`src/rtl/pc_fetch.sv`:
```
// Program counter and single-outstanding instruction fetch for the multicycle core.
// Optional misaligned-target trap is enabled with `define FETCH_MISALIGN_TRAP_EN.
//
// state | meaning
// IDLE  | reset state, issues the first request on the next cycle
// REQ   | fetch request presented at imem_addr = pc
// WAIT  | request accepted, waiting for the instruction word
// HOLD  | instruction held for decode until retire
`timescale 1ns/1ps
module pc_fetch #(
   parameter logic [31:0] RESET_PC    = 32'h0040_0000
`ifdef FETCH_MISALIGN_TRAP_EN
   ,
   parameter logic [31:0] TRAP_VECTOR = 32'h0000_0004
`endif
) (
   input  logic        clock,
   input  logic        reset,
   input  logic [1:0]  next_pc_select,
   input  logic [31:0] immediate,
   input  logic [31:0] rs1_value,
   input  logic        retire,
   output logic        imem_req_valid,
   input  logic        imem_req_ready,
   output logic [31:0] imem_addr,
   input  logic        imem_resp_valid,
   input  logic [31:0] imem_resp_data,
   output logic [31:0] inst,
   output logic        inst_valid,
   output logic [31:0] pc,
   output logic [31:0] pc_plus_4,
   output logic        trap_misaligned
);

   localparam logic [1:0]  CTL_PC_PC4     = 2'b00;
   localparam logic [1:0]  CTL_PC_PC_IMM  = 2'b01;
   localparam logic [1:0]  CTL_PC_RS1_IMM = 2'b10;
   localparam logic [31:0] INST_NOP       = 32'h0000_0013;

   typedef enum logic [1:0] {IDLE, REQ, WAIT, HOLD} state_t;

   state_t      state;
   logic [31:0] target;
   logic [31:0] rs1_sum;

   assign imem_addr = pc;
   assign pc_plus_4 = pc + 32'd4;

   // 2'b11 falls into the default arm and behaves as pc+4
   always_comb begin
      rs1_sum = rs1_value + immediate;
      case (next_pc_select)
         CTL_PC_PC4:     target = pc_plus_4;
         CTL_PC_PC_IMM:  target = pc + immediate;
         CTL_PC_RS1_IMM: target = {rs1_sum[31:1], 1'b0};
         default:        target = pc_plus_4;
      endcase
   end

`ifndef FETCH_MISALIGN_TRAP_EN
   assign trap_misaligned = 1'b0;
`endif

   always_ff @(posedge clock or negedge reset) begin
      if (!reset) begin
         state          <= IDLE;
         pc             <= RESET_PC;
         inst           <= INST_NOP;
         inst_valid     <= 1'b0;
         imem_req_valid <= 1'b0;
`ifdef FETCH_MISALIGN_TRAP_EN
         trap_misaligned <= 1'b0;
`endif
      end else begin
`ifdef FETCH_MISALIGN_TRAP_EN
         trap_misaligned <= 1'b0;
`endif
         case (state)
            IDLE: begin
               state          <= REQ;
               imem_req_valid <= 1'b1;
            end
            REQ: begin
               if (imem_req_ready) begin
                  state          <= WAIT;
                  imem_req_valid <= 1'b0;
               end
            end
            WAIT: begin
               if (imem_resp_valid) begin
                  state      <= HOLD;
                  inst       <= imem_resp_data;
                  inst_valid <= 1'b1;
               end
            end
            HOLD: begin
               if (retire) begin
                  state          <= REQ;
                  inst_valid     <= 1'b0;
                  imem_req_valid <= 1'b1;
`ifdef FETCH_MISALIGN_TRAP_EN
                  if (target[1:0] != 2'b00) begin
                     pc              <= TRAP_VECTOR;
                     trap_misaligned <= 1'b1;
                  end else begin
                     pc <= target;
                  end
`else
                  pc <= target & 32'hFFFF_FFFC;
`endif
               end
            end
            default: begin
               state          <= IDLE;
               inst_valid     <= 1'b0;
               imem_req_valid <= 1'b0;
            end
         endcase
      end
   end

endmodule
```
`config.mk`:
```
export PLATFORM = sky130hd
export DESIGN_NAME = pc_fetch
export DESIGN_NICKNAME = d
export VERILOG_FILES = /design/src/rtl/pc_fetch.sv
export SDC_FILE = /design/constraint.sdc
export NUM_CORES = 1
export LEC_CHECK = 0
export ABC_CLOCK_PERIOD_IN_PS = 3600
export CAP_MARGIN = 10
export CELL_PAD_IN_SITES_DETAIL_PLACEMENT = 2
export CELL_PAD_IN_SITES_GLOBAL_PLACEMENT = 2
export CORE_ASPECT_RATIO = 0.8
export CORE_MARGIN = 8
export CORE_UTILIZATION = 26
export DETAILED_ROUTE_END_ITERATION = 10
export PLACE_DENSITY = 0.91
export SKIP_LAST_GASP = 1
export SYNTH_ARGS = -nofsm -noshare
export SYNTH_HDL_FRONTEND = slang
export SYNTH_SLANG_ARGS = --single-unit
```
`constraint.sdc`:
```
create_clock -name clock -period 3.6 [get_ports clock]
set_clock_uncertainty 0.15 [all_clocks]
set_input_delay 0.9 -clock clock [delete_from_list [all_inputs] [get_ports clock]]
set_output_delay 0.9 -clock clock [all_outputs]
set_load 0.005 [all_outputs]
```
=== Word-level counts from Yosys, hierarchy flattened ===
Cells that the tools add are included.

* Register bits: 66
* Bits in latches: 0
* RAM bits: 0
* Bits in read-only memories: 0
* Bits of input ports: 103
* Output and inout bits: 131
* Logic and storage cells: 35
* Memories kept: 0

* Add/subtract/negate cells: 3
* Multipliers: 0
* Div/mod/pow operators: 0
* Order comparisons: 0
* Eq/ne operators: 8
* Shift-type cells: 0
* Multiplexer cells: 11
* Bitwise gates (word level): 0
* Reduce and logical (&&, ||, !) cells: 8

{| class="wikitable"
|+ Operators by type and width
! operator !! count
|-
| adder 32 bit || 2
|-
| one-hot mux 32 bit (2 select lines) || 1
|-
| adder 32 x 3 -> 32 bit, second input constant || 1
|-
| AND reduction 3 bit || 3
|-
| one-hot mux 2 bit (4 select lines) || 1
|-
| == test 2 bit, second input constant || 3
|-
| two-way mux 2 bit || 3
|-
| != test 2 bit, second input constant || 3
|-
| == test 2 x 1 -> 1 bit, second input constant || 2
|-
| two-way mux 1 bit || 4
|-
| AND reduction 2 bit || 2
|-
| one-hot mux 1 bit (3 select lines) || 1
|-
| nonzero test 3 bit || 1
|-
| logical NOT 2 bit || 1
|-
| one-hot mux 1 bit (2 select lines) || 1
|-
| nonzero test 2 bit || 1
|}

=== Longest topological paths before layout ===
Gate-level depths: netlist (run 1).

* Depth after elaboration: 3
* Gate-level depth with buffers: 13
* Mapped depth without buffers: 13

=== Worst setup path before layout (run 1) ===
No wires, ideal clock.

* Path type: input-to-reg
* From: in immediate[2]
* To: reg pc[30], in the netlist imem_addr[30]
* Setup time: 0.124 ns
* Arrival time: 3.188 ns
* Data required time: 3.326 ns
* Slack: 0.138 ns
* Stages: 13
* Path through: ha_1 -> inv_1 -> fa_1 -> nand2b_1 -> a21oi_1 -> nor2_1 -> o21ba_2 -> a21o_1 -> o31a_1 -> a21oi_2 -> o21ai_1 -> nor3b_1 -> o31a_1

* Word-level cells in the longest chain between the ends: 2

{| class="wikitable"
|+ RTL lines
! item !! line !! RTL
|-
| start: declaration || 20 || <nowiki>input logic [31:0] immediate,</nowiki>
|-
| adder 32 bit (on tied branches) || 51, 54 ||
|-
| one-hot mux 32 bit (2 select lines) * || 52 || <nowiki>case (next_pc_select)</nowiki>
|-
| end signal: assignment || 109 || <nowiki>pc <= target & 32'hFFFF_FFFC;</nowiki>
|-
| end: declaration || 30 || <nowiki>output logic [31:0] pc,</nowiki>
|}

Mark *: on every way between the ends. The rest lies on a longest branch, timed or not.
A chain may end at the register's enable or synchronous reset.

=== Final worst setup path (run 1) ===
* From: in immediate[27]
* To: reg pc[29], in the netlist imem_addr[29]

The elaborated chain is that of the path after synthesis.

==> impl_metrics.toml, run 1 <==
[pwr]
leakage_nw = 5.11
ir_drop_mv = 0.242
p_per_area_nw_per_um2 = 768

[grt]
grt_pass1_vias = 9646
grt_use_total_pct = 25.1
grt_start_max_net_pins = 43
grt-ovfl-total = 0
antenna_found_initial = 0
grt_pass1_wl_um = 61400

[timing]
fmax_ghz = 0.270
period_share_pct = 103
fin_ws_ns = -0.107
period_needed_ns = 3.71
setup_viol = 5
slew_headroom_pct = 34.0
tightestPinTransition_ns = 0.982
rsz0062_at_grt = "yes"
slew_viol_final = 0
hold_viol_final = 0

[clocking]
clk_pin_slew_worst_paths_ns = 0.08
clock_sinks = 66
cts_tree = "done"
root_buffer = "clkbuf_16"
clockBufferDepth = 2
h-tree-depth = 3
numCtsBuffers = 9
clk_latency_ns = 0.35

[logic_synthesis]
synthMuxAreaShare_pct = 6.18
synthCells = 809
synth_area_um2 = 6800
synth_edf_count = 0
ys_seq_area_share_pct = 24.4
async_flop_share_pct = 100
synth_warnings = 0
synthAdderAreaFrac_pct = 12.6
synth-simple-area-share_pct = 14.9
syn_area_per_cell_um2 = 8.40
synth_xor_area_share_pct = 10.0
synth_top_family_by_area = "compound AO/OA/AOI/OAI gates"
yosysUniqueCellTypes = 68
synth_compound_area_share_pct = 24.4
ys.flop_type = "dfrtp_1"
ys_ff_latch = 66

[detailed_routing]
drtIter0Drc = 643
highest_layer = "met4"
route.met3.wl_um = 3150
vias = 8563
met1_length_um = 17600
routed_wl_um = 43500
route.met2.wl_um = 20900
drc = 0
ant_nets = 0
drt_first_pass_iters = 7
via_per_inst = 5.56
wl_per_cell_um = 28.2

[setup_path]
cp_max_fo = 5
worstReg2RegStart = "imem_addr[2]"
cp-end-kind = "flip-flop"
r2r_setup_slack_ns = 0.12
critPathRequiredTime_ns = 3.67
worstSetupPathType = "input port to flip-flop"
rr_endpoint = "imem_addr[30]"
arrival_ns = 3.78
ff2ff_path_depth = 16
start_kind = "input port"

[final_layout]
nets = 1349
fillers = 2825
synthToLayoutAreaGrowth_pct = 69.4
stdcell_area_um2 = 11500
drive_gt1_share_pct = 30.9
n_antenna_cell = 0
fin_util_pct = 44.3

[flow_run]
cap_viol_max_count = 0

[status]
status = "finished with violations"
violations = "negative setup slack"

[floorplanning]
fp.dieH_um = 161
core-area_um2 = 26000
start_util_pct = 26.2
die_area_um2 = 31600
boundaryPins = 234
row_count = 53
die_width_um = 197

[min_path]
holdPathEnd = "inst[7]"
hp-start = "inst[7]"
min_path_type = "flip-flop to flip-flop"
whs_path_depth = 1

[placement]
gp_congestion = 0.937
placed_area_um2 = 10300
hpwl_um = 29200
port_buffers = 226
[power by group]
group / switching (mW) / leakage, nW / total (mW) / internal [mW]
Clock: 0.409 / 0.164 / 1.05 / 0.636
Combinational: 3.12 / 4.15 / 6.27 / 3.14
Sequential: 0.406 / 0.792 / 1.53 / 1.12
[cell families (layout without fill, tap and decap cells)]
group,count (synthesis),in the layout
adder cells (fa/ha/maj),68,68
buffers and inverters,97,465
multiplexers,38,38
AO/OA/AOI/OAI,250,250
other,1,7
flip-flops,66,66
AND/OR/NAND/NOR,211,211
XOR/XNOR,78,78
[cells in the final DEF, fill, tap and decap left out, drive strengths merged, types with 25 or more instances in the layout]
| master | count |
|---|---|
| clkdlybuf4s50 | 183 |
| clkbuf | 25 |
| nand3 | 26 |
| mux2 | 32 |
| a21oi | 71 |
| xnor2 | 48 |
| o21ai | 50 |
| nand2 | 62 |
| ha | 67 |
| dfrtp | 62 |
| xor2 | 30 |
| buf | 195 |
| nor2 | 50 |
| inv | 35 |
[per-stage QoR]
stage,worst slack [ns],power (mW),hold WS (ns),TNS (ns),cells
after floorplan,0.138,3.92,0.341,0,815
after global placement,-0.571,6.51,0.336,-8.36,1480
after detailed placement,-0.766,6.87,0.345,-12.29,1480
after CTS,-0.171,8.18,0.358,-0.316,1522
after global routing,-0.150,9.22,0.372,-0.946,1540
final,-0.107,8.84,0.359,-0.340,1540
[routing by layer]
layer  vias to the layer above  GRT usage (%)
li1                       3650              -
met1                      4311           29.4
met2                       462           44.0
met3                       140           4.96
met4                         0           10.3
met5                         -              0
[synth_stat cells (all sizes together), types with 3 or more instances]
cell	number	area, um2
a21oi	71	363
ha	67	838
dfrtp	62	1550
nand2	62	233
nor2	50	188
o21ai	50	258
xnor2	48	420
buf	43	302
inv	32	120
mux2	32	360
xor2	30	263
nand3	26	135
a21o	22	165
clkbuf	22	82.6
and3	16	100
a211oi	15	123
a221oi	14	123
nor3	14	75.1
nand4	13	81.3
o21a	11	82.6
nand2b	9	56.3
o31ai	8	60.1
a31oi	7	43.8
o211ai	7	52.6
o22ai	7	43.8
mux2i	6	60.1
nor2b	6	37.5
o21bai	5	37.5
a22o	4	35.0
a311oi	4	47.6
dfstp	4	105
and2	3	18.8
and4	3	26.3
o221ai	3	26.3
o22a	3	26.3
[worst max-delay path by stage]
stage	from	to	slack (ns)	depth (start not counted)
6_report	immediate[27]	imem_addr[29]	-0.11	8
5_1_grt	immediate[22]	imem_addr[30]	-0.15	14
4_1_cts	imem_addr[2]	pc_plus_4[18]	-0.17	8
3_5_place_dp	immediate[3]	imem_addr[31]	-0.77	13
3_3_place_gp	immediate[2]	imem_addr[30]	-0.57	14
2_1_floorplan	immediate[2]	imem_addr[30]	0.14	13
[sequential cells by signal, summed over array words and instances, names as in the netlist]
name / cells
state: 2
inst: 32
imem_addr: 30
inst_valid: 1
imem_req_valid: 1
[critical path: stages]
cell and delay, ns:
clkdlybuf4s50_1 0.51, ha_1 0.50, nand2_1 0.18, nor3_1 0.83, a21oi_1 0.21, xnor2_1 0.22
a221oi_2 0.36, a211oi_2 0.07
[cell type report]
type / instances / area [um2] / share of cell area [%]
tap: 357 / 447 / 3.88
sequential: 66 / 1660 / 14.4
timing repair buffer: 417 / 3650 / 31.7
inverter: 32 / 120 / 1.04
clock buffer: 10 / 239 / 2.08
multi-input combinational: 652 / 5310 / 46.1
clock inverter: 6 / 95.1 / 0.826
[what timing repair did]
item	CTS	global route
endpoints found under the setup margin	40	39
gates resized for setup	97	100
hold buffers	0	0
cloned	0	0
pin swaps	36	54
setup buffers	26	18
Note: power is estimated with default switching activity, not from simulation.
==> inputs of run 2 (changes only) <==
SLEW_MARGIN = 20   (was unset)
==> results of run 2 <==
Same layout as run 1: the final DEF is identical, and so are final timing and power.
==> inputs of run 3 (changes only) <==
ABC_AREA = 1   (was unset)
CORE_UTILIZATION = 25   (was 26)
PLACE_DENSITY = 0.92   (was 0.91)
==> run 3 against run 2 <==
  * The run still ends with negative setup slack left
  * Critical endpoint is now pc_plus_4[26]
  * Register-to-register slack gained 0.11 ns
  * Largest power group unchanged
  * Worst hold slack improved by 0.0094 ns
  * Combinational power up 1%
==> impl_metrics.toml, run 3 <==
[detailed_routing]
met1_length_um = 24200
ant_nets = 0
drt_first_pass_iters = 5
route.met2.wl_um = 29800
drc = 0
via_per_inst = 5.44
wl_per_cell_um = 28.2
routed_wl_um = 64200
drtIter0Drc = 971
route.met3.wl_um = 4820
vias = 12400
highest_layer = "met5"

[placement]
placed_area_um2 = 11700
gp_congestion = 0.904
place_ws_ns = -0.0638
dp_cells = 2223
hpwl_um = 42200
port_buffers = 226

[floorplanning]
core-area_um2 = 34800
die_area_um2 = 41700
fp.dieH_um = 184
die_width_um = 226
start_util_pct = 25.4
boundaryPins = 234
row_count = 61

[pwr]
ir_drop_mv = 0.328
p_per_area_nw_per_um2 = 737
clkPwrFrac_pct = 13.3
leakage_nw = 6.79
switchingPower_mw = 4.87
combPwrFrac_pct = 68.4
power_mw = 9.28
p_int_mw = 4.41
swShare_pct = 52.5
p_seq_share_pct = 18.2

[final_layout]
synthToLayoutAreaGrowth_pct = 42.2
stdcell_area_um2 = 12600
largest_reg_flops = 32
final_common_cell = "nand2_1"
most-common-layout-cells = "nand2_1, inv_1, clkdlybuf4s50_1"
drive_gt1_share_pct = 11.2
fillers = 4250
seq_area_um2 = 1680
regMostFlops = "inst"
nets = 1967
fin_util_pct = 36.1
final_cells = 2275
multi_input_area_um2 = 6010

[clocking]
clockBufferDepth = 2
h-tree-depth = 3
clk_pin_slew_worst_paths_ns = 0.08
postCtsHoldBufs = 0
cts_tree = "done"
root_buffer = "clkbuf_16"
numCtsBuffers = 9
clock_sinks = 66
clk_latency_ns = 0.40

[timing]
fmax_ghz = 0.257
hold_viol_final = 0
hold_slack_ns = 0.369
fin_ws_ns = -0.296
slew_viol_final = 0
setup_viol = 17
rsz0062_at_grt = "yes"
period_share_pct = 108
tns_ns = -1.96
period_needed_ns = 3.90

[flow_run]
cap_viol_max_count = 0

[logic_synthesis]
synthCells = 1536
synth.area.top_cells = "nand2_1, dfrtp_1, inv_1, ha_1, nand3_1"
synth_warnings = 0
netlist_top_cells_count = "nand2_1, inv_1, nand3_1"
synth.most_common_cell = "nand2_1"
synth_area_um2 = 8850
ys_ff_latch = 66
ys.flop_type = "dfrtp_1"
async_flop_share_pct = 100
syn_area_per_cell_um2 = 5.76
synth_edf_count = 0
ys_seq_area_share_pct = 18.7
synth_top_area_cell = "nand2_1"
yosysUniqueCellTypes = 42
yosysTopAreaCellShare_pct = 24.5

[grt]
grt_pass1_wl_um = 86100
grt_pass1_vias = 13600
grt_start_max_net_pins = 67
antenna_found_initial = 4
grt_use_total_pct = 27.3
grt-ovfl-total = 0

[setup_path]
critPathRequiredTime_ns = 2.55
r2r_setup_slack_ns = 0.23
worstSetupPathType = "flip-flop to primary output"
start_kind = "flip-flop"
cp-end-kind = "primary output"
arrival_ns = 2.85
cp_max_fo = 4

[min_path]
min_path_type = "flip-flop to flip-flop"

[status]
status = "finished with violations"
violations = "negative setup slack"
[run 3: logic make-up after synthesis]
logic type	Yosys count	share of synthesized area [%]
other cells	1	0.0424
flops	66	18.7
simple gates	888	42.2
mux	32	4.07
compound gates	122	7.47
buf+inv	342	16.1
fa+ha+maj	68	9.70
xor+xnor	17	1.68
[run 3: worst max-delay path, cell delays in order (launching register included)]
cell and delay [ns]:
dfrtp_2 0.50, nand2_1 0.22, nor2_2 0.22, inv_1 0.17
nor4_4 0.27, nand2_1 0.17, nand2_1 0.18, nand2_1 0.12
clkdlybuf4s50_1 0.59
[run 3: worst paths after layout]
path	to	start	depth (start not counted)
max	pc_plus_4[26]	imem_addr[15]	8
min	inst[22]	inst[22]	1
max reg2reg	imem_addr[24]	imem_addr[14]	13
min in group asynchronous	inst[13]	reset	2
max in group asynchronous	imem_addr[6]	reset	2
min reg2reg	inst[22]	inst[22]	1
[run 3: area by class of cell]
class	instances	share of cell area [%]
antenna	3	0.0597
clock buffer	9	1.79
clock inverter	6	1.03
inverter	287	8.59
multi-input combinational	1134	47.8
sequential	66	13.3
tap	472	4.70
timing repair buffer	298	22.7
[run 3: power by group through the flow]
stage / registers [mW] / logic (mW) / clock network (mW)
4_1_cts: 1.59 / 5.61 / 1.16
5_1_grt: 1.70 / 6.61 / 1.24
3_3_place_gp: 1.56 / 4.92 / 0
2_1_floorplan: 1.49 / 2.56 / 0
3_5_place_dp: 1.63 / 5.27 / 0
6_report: 1.69 / 6.35 / 1.24
[run 3: repair_timing]
action,in CTS,in global routing
pin swaps,2,13
setup endpoints to repair,21,21
resized for setup,31,55
buffers inserted,14,20
[run 3: layer usage]
| layer | vias to the layer above | GRT usage [%] |
|---|---|---|
| met5 | - | 0 |
| li1 | 5269 | - |
| met4 | 2 | 16.3 |
| met1 | 6124 | 30.6 |
| met3 | 302 | 5.75 |
| met2 | 688 | 47.4 |
